--- src/rtl/slow_clock_monitor.sv ---
// ============================================================================
// Module   : slow_clock_monitor
// Brief    : Syncs a divided slow clock into IN_CLK, emits edge strobes,
//            measures its period and tracks lock / period error / timeout.
// Revision : 1.0 - initial release
// ============================================================================
`default_nettype none

module slow_clock_monitor #(
    parameter int SYNC_STAGES = 2,
    parameter int CNT_W       = 26,
    parameter int EXP_PERIOD  = 33554432,
    parameter int TOL         = 16,
    parameter int LOCK_COUNT  = 4
) (
    input  logic             IN_CLK,
    input  logic             RST,
    input  logic             SLOW_CLK,
    output logic             TICK,
    output logic             FALL_TICK,
    output logic [CNT_W-1:0] PERIOD,
    output logic             PERIOD_VALID,
    output logic             LOCKED,
    output logic             PERIOD_ERR,
    output logic             TIMEOUT
);

    typedef enum logic [1:0] {
        ST_SEARCH  = 2'd0,
        ST_MEASURE = 2'd1,
        ST_LOCKED  = 2'd2
    } state_t;

    // Tolerance window and timeout threshold, one bit wider than the counter.
    localparam logic [CNT_W:0] c_tol_hi  = (CNT_W+1)'(EXP_PERIOD + TOL);
    localparam logic [CNT_W:0] c_tol_lo  = (EXP_PERIOD > TOL) ?
                                           (CNT_W+1)'(EXP_PERIOD - TOL) : '0;
    localparam logic [CNT_W:0] c_timeout = c_tol_hi + (CNT_W+1)'(1);
    localparam logic [3:0]     c_lock    = 4'(LOCK_COUNT);

    state_t                 state;
    logic [SYNC_STAGES-1:0] sync_q;
    logic                   s_d;
    logic [CNT_W-1:0]       cnt;
    logic [3:0]             good_cnt;

    logic             s;
    logic             rise;
    logic             fall;
    logic [CNT_W:0]   cnt_ext;
    logic             in_tol;
    logic             at_thr;

    always_comb begin
        s       = sync_q[SYNC_STAGES-1];
        rise    = s & ~s_d;
        fall    = ~s & s_d;
        cnt_ext = {1'b0, cnt};
        in_tol  = (cnt_ext >= c_tol_lo) && (cnt_ext <= c_tol_hi);
        at_thr  = (cnt_ext == c_timeout);
    end

    always_ff @(posedge IN_CLK) begin
        if (RST) begin
            sync_q       <= '0;
            s_d          <= 1'b0;
            cnt          <= '0;
            good_cnt     <= '0;
            PERIOD       <= '0;
            TICK         <= 1'b0;
            FALL_TICK    <= 1'b0;
            PERIOD_VALID <= 1'b0;
            PERIOD_ERR   <= 1'b0;
            TIMEOUT      <= 1'b0;
            LOCKED       <= 1'b0;
            state        <= ST_SEARCH;
        end else begin
            sync_q       <= {sync_q[SYNC_STAGES-2:0], SLOW_CLK};
            s_d          <= s;
            TICK         <= rise;
            FALL_TICK    <= fall;
            PERIOD_VALID <= 1'b0;
            PERIOD_ERR   <= 1'b0;
            TIMEOUT      <= 1'b0;
            // LOCKED trails the state register so it changes the cycle after its cause.
            LOCKED       <= (state == ST_LOCKED);

            if (rise) begin
                cnt <= CNT_W'(1);
            end else if (cnt != {CNT_W{1'b1}}) begin
                cnt <= cnt + CNT_W'(1);
            end

            if (rise && (state != ST_SEARCH)) begin
                PERIOD       <= cnt;
                PERIOD_VALID <= 1'b1;
            end

            unique case (state)
                ST_SEARCH: begin
                    if (rise) begin
                        good_cnt <= '0;
                        state    <= ST_MEASURE;
                    end
                end
                ST_MEASURE: begin
                    if (rise) begin
                        if (in_tol) begin
                            good_cnt <= good_cnt + 4'd1;
                            if ((good_cnt + 4'd1) == c_lock) begin
                                state <= ST_LOCKED;
                            end
                        end else begin
                            good_cnt <= '0;
                        end
                    end else if (at_thr) begin
                        TIMEOUT  <= 1'b1;
                        good_cnt <= '0;
                        state    <= ST_SEARCH;
                    end
                end
                ST_LOCKED: begin
                    if (rise) begin
                        if (!in_tol) begin
                            PERIOD_ERR <= 1'b1;
                            good_cnt   <= '0;
                            state      <= ST_MEASURE;
                        end
                    end else if (at_thr) begin
                        TIMEOUT  <= 1'b1;
                        good_cnt <= '0;
                        state    <= ST_SEARCH;
                    end
                end
                default: begin
                    good_cnt <= '0;
                    state    <= ST_SEARCH;
                end
            endcase
        end
    end

endmodule

`default_nettype wire

--- config.mk ---
export PLATFORM = sky130hd
export DESIGN_NAME = slow_clock_monitor
export DESIGN_NICKNAME = d
export VERILOG_FILES = /design/src/rtl/slow_clock_monitor.sv
export SDC_FILE = /design/constraint.sdc
export NUM_CORES = 1
export LEC_CHECK = 0
export CAP_MARGIN = 20
export CORE_MARGIN = 8
export CORE_UTILIZATION = 55
export DETAILED_ROUTE_END_ITERATION = 16
export PLACE_DENSITY = 0.79
export SLEW_MARGIN = 20
export SYNTH_ARGS = -nofsm -noshare
export SYNTH_HDL_FRONTEND = slang
export SYNTH_SLANG_ARGS = --single-unit
--- constraint.sdc ---
create_clock -name IN_CLK -period 2.3 [get_ports IN_CLK]
set_input_delay 0.345 -clock IN_CLK [delete_from_list [all_inputs] [get_ports IN_CLK]]
set_output_delay 0.345 -clock IN_CLK [all_outputs]
set_load 0.02 [all_outputs]
**Yosys cells after proc, flatten, opt, wreduce, memory -nomap -nowiden**

Cells that the tools add are included.
Widths: inputs -> output; s select.

- Word-level logic and storage cells: 64
- Register bits: 67
- Input bits: 3
- Output and inout port bits: 32

- Equal/unequal tests: 9
- Multiplexer cells: 20
- Bitwise logic cells: 7
- Reduce and logical (&&, ||, !) cells: 11
- $lt $le $gt $ge: 2
- Add/sub/neg operators: 2

Operator list:

| kind | count |
|---|---|
| $add 26x1->26 const B | 1 |
| $eq 26x26->1 const B | 1 |
| $ge 26x25->1 const B | 1 |
| $le 26x26->1 const B | 1 |
| $ne 26x26->1 const B | 1 |
| $mux 4 | 6 |
| $mux 2 | 7 |
| $pmux 4 s3 | 1 |
| $ne 3x3->1 const B | 3 |
| $pmux 2 s3 | 1 |
| $reduce_or 3->1 | 2 |
| $mux 1 | 5 |
| $not 1->1 | 5 |
| $add 4x1->4 const B | 1 |
| $eq 4x3->1 const B | 1 |
| $reduce_and 4->1 | 1 |
| $reduce_bool 2->1 | 2 |
| $reduce_or 2->1 | 2 |
| $and 1x1->1 | 2 |
| $eq 2x1->1 const B | 1 |
| $eq 2x2->1 const B | 1 |
| $logic_and 1x1->1 | 2 |
| $logic_not 2->1 | 1 |
| $ne 2x2->1 const B | 1 |
| $reduce_and 2->1 | 1 |

**Depth between registers and ports, before layout**

Gate-level depths: netlist of the first run.

- Word-level depth: 6
- Gate-level depth with buffers: 9
- Depth with buffers taken out: 8

**Worst setup path before layout of the first run**

No wires, ideal clock.

- Path kind: register -> register
- Start point: reg cnt[0]
- End point: reg cnt[11]
- Arrival time: 2.039 ns
- Data required time: 2.172 ns
- Path slack: 0.134 ns
- Period minus slack after synthesis: 2.166 ns
- Stages on the path, launching flop included: 10
- Setup time: 0.128 ns
- Buffers on the path: 2
- Path through: dfxtp_1 -> ha_1 -> and3_1 -> buf_2 -> nand4_2 -> or4_1 -> buf_2 -> nand4_1 -> xor2_1 -> nor2_1

- Word-level cells in the longest chain between the ends: 1
- Elaborated cells between the ends (all ways): 2
- Classes of those cells: add/sub: 1; eq/ne: 1

RTL lines:

| item | line | text |
|---|---|---|
| start, declared | 44 | `logic [CNT_W-1:0] cnt;` |
| start signal, assigned | 91 | `cnt <= cnt + CNT_W'(1);` |
| $add 26x1->26 or $ne 26x26->1 (tied branches) | 91, 90 |  |

Several ways; a longest one is shown, not always the timed one.
A chain may end at the register's enable or synchronous reset.

**Worst setup path in the final report of the first run**

- Start point: reg cnt[6]
- End point: reg state[1]

- Word-level cells in the longest chain between the ends: 4
- Elaborated cells between the ends (all ways): 11
- Classes of those cells: order compare: 2; eq/ne: 3; mux: 4; reduce/logical: 2

RTL lines:

| item | line | text |
|---|---|---|
| $ge 26x25->1 (tied with other cells) | 59 | `in_tol = (cnt_ext >= c_tol_lo) && (cnt_ext <= c_tol_hi);` |
| $logic_and 1x1->1 or $mux 2 (tied branches) | - |  |
| $ne 3x3->1 (no line) (tied with other cells) | - |  |
| $reduce_and 4->1 (no line) or $pmux 2 s3 (tied branches) | - |  |
| end signal, assigned | 76 | `state <= ST_SEARCH;` |
| end signal, assigned | 103 | `state <= ST_MEASURE;` |
| end signal, assigned | 111 | `state <= ST_LOCKED;` |
| end, declared | 41 | `state_t state;` |

Several ways; a longest one is shown, not always the timed one.

==> flow_metrics.env, run 1 <==
export IMPL_ys_seq_area_share_pct=45.6
export IMPL_required_ns=2.51
export IMPL_path_max_fanout=5
export IMPL_synthFlopType="dfxtp_1"
export IMPL_area_delta_synth_final_pct=25.0
export IMPL_dieArea_mm2=0.00795
export IMPL_cts_buffers=9
export IMPL_hold_buffers=0
export IMPL_whs_ns=0.441
export IMPL_reg2reg_to="state[1]"
export IMPL_min_to="sync_q[1]"
export IMPL_drt_iter0_drc=166
export IMPL_cap_violations=0
export IMPL_timing_final_crit_share_pct=98.5
export IMPL_syn_area_mm2=0.00294
export IMPL_num_rows=26
export IMPL_power_clock_fraction_pct=44.0
export IMPL_diodes=0
export IMPL_ys_warn_count=0
export IMPL_reg2reg_from="cnt[6]"
export IMPL_io_pins=35
export IMPL_die_w_um=89.1
export IMPL_cp_end_kind="flip-flop"
export IMPL_async_reset_ff_share_pct=0
export IMPL_place_ws_ns=0.0535
export IMPL_wirelength_um=7170
export IMPL_grt_total_usage_pct=19.0
export IMPL_finalHoldViolCount=0
export IMPL_fp_dieH_um=89.1
export IMPL_setup_violations=0
export IMPL_power_density_mw_per_mm2=626
export IMPL_ir_drop_v=0.000531
export IMPL_cts_tree="yes"
export IMPL_rrSetupSlack_ns=0.04
export IMPL_insertion_delay_ns=0.33
export IMPL_synthesis_nets=369
export IMPL_switching_share_pct=21.7
export IMPL_fin_nets=416
export IMPL_p_int_mw=1.80
export IMPL_min_path_type="reg -> reg"
export IMPL_worstSetupPathType="reg -> reg"
export IMPL_grt_pass1_vias=2500
export IMPL_dpl_hpwl_um=5000
export IMPL_p_leak_nw=1.28
export IMPL_status="finished clean"
export IMPL_drv_slew=0
export IMPL_switchingPower_mw=0.500
export IMPL_ys_ff_latch=67
export IMPL_final_common_cell="nand2_1"
export IMPL_grt_pass1_wl_um=11900
export IMPL_clkSlewWorstSetupHoldPaths_ns=0.07
export IMPL_cp_arrival_ns=2.48
export IMPL_core_area_mm2=0.00514
export IMPL_syn_mean_instance_area_um2=8.22
export IMPL_clock_skew_final_ns=0.00487
export IMPL_grt_max_degree=27
export IMPL_fmax_ghz=0.442
export IMPL_htreeDepth=3
export IMPL_cts_sinks=67
export IMPL_cts_root_buf="clkbuf_8"
export IMPL_critPathLaunchType="flip-flop"
export IMPL_worst_r2r_path_depth=6
export IMPL_hold_path_depth=1
export IMPL_drc=0
export IMPL_most_common_layout_cells="nand2_1 (74), dfxtp_1 (67), clkdlybuf4s50_1 (34)"
export IMPL_synth_cell_type_count=44
export IMPL_via_count=2644
export IMPL_gr_total_overflow=0
export IMPL_total_power_mw=2.30
export IMPL_cts_buffer_depth=2
export IMPL_fin_tns_setup_ns=0
export IMPL_hold_start="sync_q[0]"
export IMPL_combinationalPowerShare_pct=4.8
export IMPL_port_buffer_count=34
export IMPL_post_drt_wl_per_cell_um=14.9
export IMPL_synth_edf_count=0
export IMPL_firstDrtPassIters=4
export IMPL_gp_congestion=0.974
export IMPL_via_per_inst=5.51
export IMPL_antenna_found_initial=0
export IMPL_synth_cells=358
export IMPL_ant_nets=0
export IMPL_worst_slack_ns=0.0350
export IMPL_drive_above_1_share_pct=11.0
export IMPL_worstMarginPinSlew_ns=0.474
export IMPL_fin_util_pct=71.5
export IMPL_pwr_share_seq_pct=51.2
export IMPL_period_needed_ns=2.26
export IMPL_initial_core_util_pct=57.3
export IMPL_slew_headroom_pct=68.3
## cells in the mapped netlist, types with 6 or more instances
cell type	number	area [µm²]
inv_1	6	22.5
nor2_1	33	124
nand3_1	15	75.1
xor2_1	9	78.8
ha_1	8	100
nand4_1	11	68.8
nand2_1	74	278
a21oi_1	33	165
xnor2_1	11	96.3
dfxtp_1	67	1340
clkbuf_1	13	48.8
nor3_1	15	75.1
## logic make-up (layout without fill, tap and decap cells)
family          after synthesis  count (layout)  synth area share, %
flops                        67              67                 45.6
simple gates                186             186                 31.5
mux                           1               1                0.340
fa+ha+maj                     8               8                 3.40
xor+xnor                     20              20                 5.95
compound gates               51              51                 9.82
buf+inv                      25              77                 3.40
## flip-flops by register name, summed over array words and instances (netlist names)
register,count
cnt,26
FALL_TICK,1
sync_q,2
LOCKED,1
good_cnt,4
TICK,1
s_d,1
PERIOD,26
TIMEOUT,1
PERIOD_VALID,1
state,2
PERIOD_ERR,1
## stage by stage
step	cells	instance area, µm²
final	480	3680
after global routing	480	3680
after CTS	479	3650
after detailed placement	463	3440
after global placement	463	3440
after floorplan	358	2940
## routing by layer
metal	vias to the layer above	routed length [µm]	global-route usage [%]
met5	-	0	0
met4	0	155	7.25
met3	20	444	3.77
met2	88	3440	31.4
met1	1220	3130	23.6
li1	1316	-	-
## worst max-delay path: stages (launching register included)
cell     delay, ns
dfxtp_1       0.37
nor4_2        0.30
nand4_1       0.23
o32a_1        0.38
or4b_4        0.50
a31oi_2       0.25
a22oi_1       0.11
## final cells by class
| type | instances | area (µm²) |
|---|---|---|
| Sequential cell | 67 | 1340 |
| Multi-Input combinational cell | 266 | 1520 |
| Clock buffer | 15 | 176 |
| Inverter | 6 | 22.5 |
| Tap cell | 70 | 87.6 |
| Fill cell | 426 | 1460 |
| Timing Repair Buffer | 55 | 502 |
| Clock inverter | 1 | 30.0 |
## power by group through the flow
stage / Sequential [mW] / Clock, mW / Combinational [mW]
after floorplan: 1.21 / 0 / 0.0700
after global placement: 1.21 / 0 / 0.103
after detailed placement: 1.21 / 0 / 0.105
after CTS: 1.18 / 1.02 / 0.106
after global routing: 1.18 / 1.08 / 0.120
final: 1.18 / 1.01 / 0.110
## worst max-delay path by stage
stage / from / to / slack (ns) / cells after the start
after detailed placement: cnt[16] / state[1] / 0.05 / 6
after global placement: cnt[6] / state[0] / 0.08 / 6
after floorplan: cnt[0] / cnt[11] / 0.13 / 9
final: cnt[6] / state[1] / 0.04 / 6
after global routing: cnt[15] / state[0] / -0.03 / 6
after CTS: cnt[6] / state[1] / 0.04 / 6
## timing repair
item                                    CTS  global route
buffers inserted                          0             1
hold endpoints to repair                  0             0
resized for setup                         0             4
endpoints found under the setup margin    0            10
(Power assumes the default switching activity.)
==> run 2: changes to the inputs <==
ABC_CLOCK_PERIOD_IN_PS = 2300   (was unset)
==> results of run 2 <==
No change in the layout: final DEF, timing and power equal those of run 1.
==> run 3: changes to the inputs <==
GPL_ROUTABILITY_DRIVEN = 1   (was unset)
==> results of run 3 <==
No change in the layout: final DEF, timing and power equal those of run 1.
==> variant 1 (settings of run 2) <==
`CNT_W`: 26 -> 13.
--- a/src/rtl/slow_clock_monitor.sv
+++ b/src/rtl/slow_clock_monitor.sv
@@ -10,3 +10,3 @@
     parameter int SYNC_STAGES = 2,
-    parameter int CNT_W       = 26,
+    parameter int CNT_W       = 13,
     parameter int EXP_PERIOD  = 33554432,
Ports: changed (resized PERIOD); port bits go from 35 to 22. The function was not compared with the original's and may differ.
==> variant 1 against run 2 <==
Worst setup slack improved by 370 ps. Fmax up 20%. Largest cell class unchanged. Clock skew up 10 ps. Area after synthesis decreased by 46%. Routed wire length down 50%. Cell area fell by 48%. Total power decreased by 44%. Combinational power fell by 50%. Hold slack gained 25 ps. Sequential share of layout area increased by 2.5 points. Largest power group unchanged. Sequential power decreased by 44%. Critical path depth fell by 1. Via count shrank 48%. Sequential cell count fell by 30.
==> variant 1: results (changes against run 2) <==
Status
  – Status: completed (unchanged)

Synth
  – Post-synthesis adder-cell area fraction: 0.0476 (was 0.0340)
  – Most frequent cells after synthesis: dfxtp_1, nand2_1, a21oi_1, o21ai_0, nor2_1 (was nand2_1, dfxtp_1, a21oi_1, nor2_1)
  – Synth Area in Compound Gates: 0.171 (was 0.0982)
  – Mux contribution to synthesized area: 0 (was 0.00340)
  – Post-Syn Area per Cell: 8.91 um2 (was 8.22 um2)
  – Synth cell types: 39 (was 44)
  – Synthesized Nets: 186 (was 369)

STA
  – Fmax: 529 MHz (was 442 MHz)
  – Clk_skew: 14.9 ps (was 4.87 ps)

Worst setup path
  – Worst Setup SP: state[0] (was cnt[6])
  – R2R setup slack: 410 ps (was 40 ps)

Finish
  – Registers with the most flip-flops: PERIOD: 13 flops, cnt: 13 flops (was PERIOD: 26 flops, cnt: 26 flops, good_cnt: 4 flops)
  – Total Nets Final: 206 (was 416)
  – Share of layout cells above drive strength 1: 0.0657 (was 0.110)

CTS
  – CTS H-tree lvls: 2 (was 3)
  – Clock Root Buffer: clkbuf_4 (was clkbuf_8)
  – Clk slew on worst S/H paths: 130 ps (was 70 ps)

Placed design
  – DP Worst Slack: 457 ps (was 53.5 ps)
  – DP Cell Count: 221 (was 463)
  – IO Port Bufs: 21 (was 34)
  – Post-DP Area: 0.00179 mm2 (was 0.00344 mm2)

Global routing
  – Total GRT Usage: 0.150 (was 0.190)

Power
  – Peak supply drop: 0.627 mV (was 0.531 mV)

Detailed routing
  – Avg WL per Cell: 15.8 um (was 14.9 um)
  – Final wirelength: 3.61 mm (was 7.17 mm)
variant 1: worst min-delay path by stage:
stage                   start  slack [ps]  cells past startpoint         to
finish              sync_q[1]         470                      1  FALL_TICK
global route        sync_q[0]         470                      1  sync_q[1]
CTS                 sync_q[1]         470                      1  FALL_TICK
detailed placement  sync_q[1]         450                      1  FALL_TICK
global placement    sync_q[0]         420                      1  sync_q[1]
floorplan           sync_q[0]         410                      1  sync_q[1]
variant 1: area by class of cell:
type                       count  area, um2
timing repair buffer          23        225
clock inverter                 3       68.8
fill                         223        833
inverter                       5       18.8
sequential                    37        741
clock buffer                   5       37.5
tap                           31       38.8
multi-input combinational    125        771
variant 1: cell families after synthesis:
logic type / count (synthesis)
compound gates: 46
buf+inv: 15
simple gates: 70
flops: 37
xor+xnor: 3
fa+ha+maj: 6
variant 1: power by group through the flow:
stage	clock, mW	combinational [mW]	sequential [mW]
after global routing	0.600	0.0606	0.660
after floorplan	0	0.0390	0.670
after CTS	0.578	0.0546	0.658
final	0.567	0.0546	0.658
after global placement	0	0.0506	0.672
after detailed placement	0	0.0542	0.673
variant 1: per-layer routing:
metal / wire length, um / global-route usage / up-vias
met5: 0 / 0 / -
met1: 1560 / 0.176 / 648
met3: 245 / 0.0401 / 4
met4: 29 / 0.0729 / 0
li1: - / - / 672
met2: 1770 / 0.245 / 54
==> variant 2 (flow settings as in run 2) <==
Without the edit above. Encoding of `state_t`: now one-hot (3 bits for 3 states).
--- a/src/rtl/slow_clock_monitor.sv
+++ b/src/rtl/slow_clock_monitor.sv
@@ -27,6 +27,6 @@
 
-    typedef enum logic [1:0] {
-        ST_SEARCH  = 2'd0,
-        ST_MEASURE = 2'd1,
-        ST_LOCKED  = 2'd2
+    typedef enum logic [2:0] {
+        ST_SEARCH  = 3'b001,
+        ST_MEASURE = 3'b010,
+        ST_LOCKED  = 3'b100
     } state_t;
Function: no difference found for any inputs over 10 cycles, from zero or initial values and one cycle with RST high; not proved beyond that.
==> variant 2 against run 2 <==
Cell count shrank 0.63%. Area after synthesis grew 0.64%. Worst setup slack gained 220 ps. Total power is 7.5% higher. Cell area about the same. Count of clock-buffer cells in the layout fell by 5. First-iteration DRC count increased by 9.6%. Core utilization about the same. Routed wire length is 4.3% lower. Sequential cell count grew 1. Largest power group is now clock.
==> variant 2: results (changes against run 2) <==
Status
  – Status: completed (unchanged)

Placed design
  – IO Port Bufs: 34 (unchanged)
  – DP Worst Slack: 274 ps (was 53.5 ps)
  – Post-DP Area: 0.00343 mm2 (was 0.00344 mm2)
  – GPL Wtd Cong: 0.913 (was 0.974)
  – DP Cell Count: 461 (was 463)
  – DP HPWL: 4.90 mm (was 5.00 mm)

Synth
  – Sequential fraction of the synthesis area: 0.460 (was 0.456)
  – Most frequent cells after synthesis: dfxtp_1, nand2_1, nor2_1, a21oi_1, nand3_1 (was nand2_1, dfxtp_1, a21oi_1, nor2_1)
  – Synth cell types: 47 (was 44)
  – Synthesized Nets: 365 (was 369)
  – Post-synth ARST share: 0 (unchanged)
  – Largest cells by area after synthesis: dfxtp_1, nand2_1, a21oi_1 (unchanged)

Power
  – Peak supply drop: 0.380 mV (was 0.531 mV)
  – Switch Pwr: 0.515 mW (was 0.500 mW)
  – Leakage: 1.26 nW (was 1.28 nW)

Finish
  – Share of layout cells above drive strength 1: 0.0934 (was 0.110)
  – Post-layout util: 0.716 (was 0.715)
  – Total Nets Final: 409 (was 416)

Detailed routing
  – First-pass DRT Iterations: 4 (unchanged)
  – DR vias/cell: 5.54 (was 5.51)
  – Avg WL per Cell: 14.4 um (was 14.9 um)
  – DR vias: 2641 (was 2644)
  – First-iteration detailed-routing DRC count: 182 (was 166)

CTS
  – Clk slew on worst S/H paths: 70 ps (about the same)
  – Worst skew pair latency: 350 ps (was 330 ps)
  – CTS H-tree lvls: 3 (unchanged)
  – Post-CTS Setup Bufs: 0 (unchanged)
  – Clock Root Buffer: clkbuf_8 (unchanged)

Global routing
  – Total GRT Usage: 0.190 (about the same)
  – Largest net degree at the start of global routing: 25 (was 27)
  – Global-route wire length before repair: 11.7 mm (was 11.9 mm)

STA
  – Final Cycle Share: 0.891 (was 0.985)
  – Worst-Margin Slew: 488 ps (was 474 ps)
  – Clk_skew: 7.75 ps (was 4.87 ps)
  – Period minus WS final: 2050 ps (was 2260 ps)

Worst setup path
  – Worst-path maximum fanout: 8 (was 5)
  – Critical Path AT: 2320 ps (was 2480 ps)
-- variant 2: final timing paths --
check / from / to / slack, ps / cells after the start
worst max-delay path: cnt[11] / state[2] / 250 / 6
worst max register to register: cnt[11] / state[2] / 250 / 6
worst min-delay path: PERIOD[3] / PERIOD[3] / 450 / 2
worst min register to register: PERIOD[3] / PERIOD[3] / 450 / 2
-- variant 2: metal layers --
metal	GRT usage	wire length, um
met2	0.315	3240
met4	0.0967	106
met5	0	0
met3	0.0533	334
met1	0.218	3190
-- variant 2: kinds of logic (layout without fill, tap and decap cells) --
kind of cell	Yosys count	count (layout)	share of synthesized area
simple gates	188	188	0.313
flops	68	68	0.460
compound gates	56	56	0.119
mux	1	1	0.00338
xor+xnor	20	20	0.0591
fa+ha+maj	4	4	0.0169
buf+inv	21	70	0.0291
-- variant 2: worst max-delay path: stages (launching register included) --
cell and delay (ps):
dfxtp_1 450, nand4_2 160, or2_1 360, o32ai_4 460, and2b_4 250, nand2_2 60, a221oi_2 230
-- variant 2: power by group through the flow --
stage	combinational (mW)	clock [mW]	sequential, mW
6_report	0.0737	1.21	1.20
3_5_place_dp	0.0731	0	1.22
4_1_cts	0.0739	1.23	1.19
5_1_grt	0.0820	1.28	1.20
2_1_floorplan	0.0488	0	1.22
3_3_place_gp	0.0719	0	1.22
-- variant 2: cell type report --
class	count	area [um2]
Clock buffer	10	138
Clock inverter	6	111
Fill cell	454	1460
Inverter	6	22.5
Multi-Input combinational cell	269	1510
Sequential cell	68	1360
Tap cell	70	87.6
Timing Repair Buffer	48	445
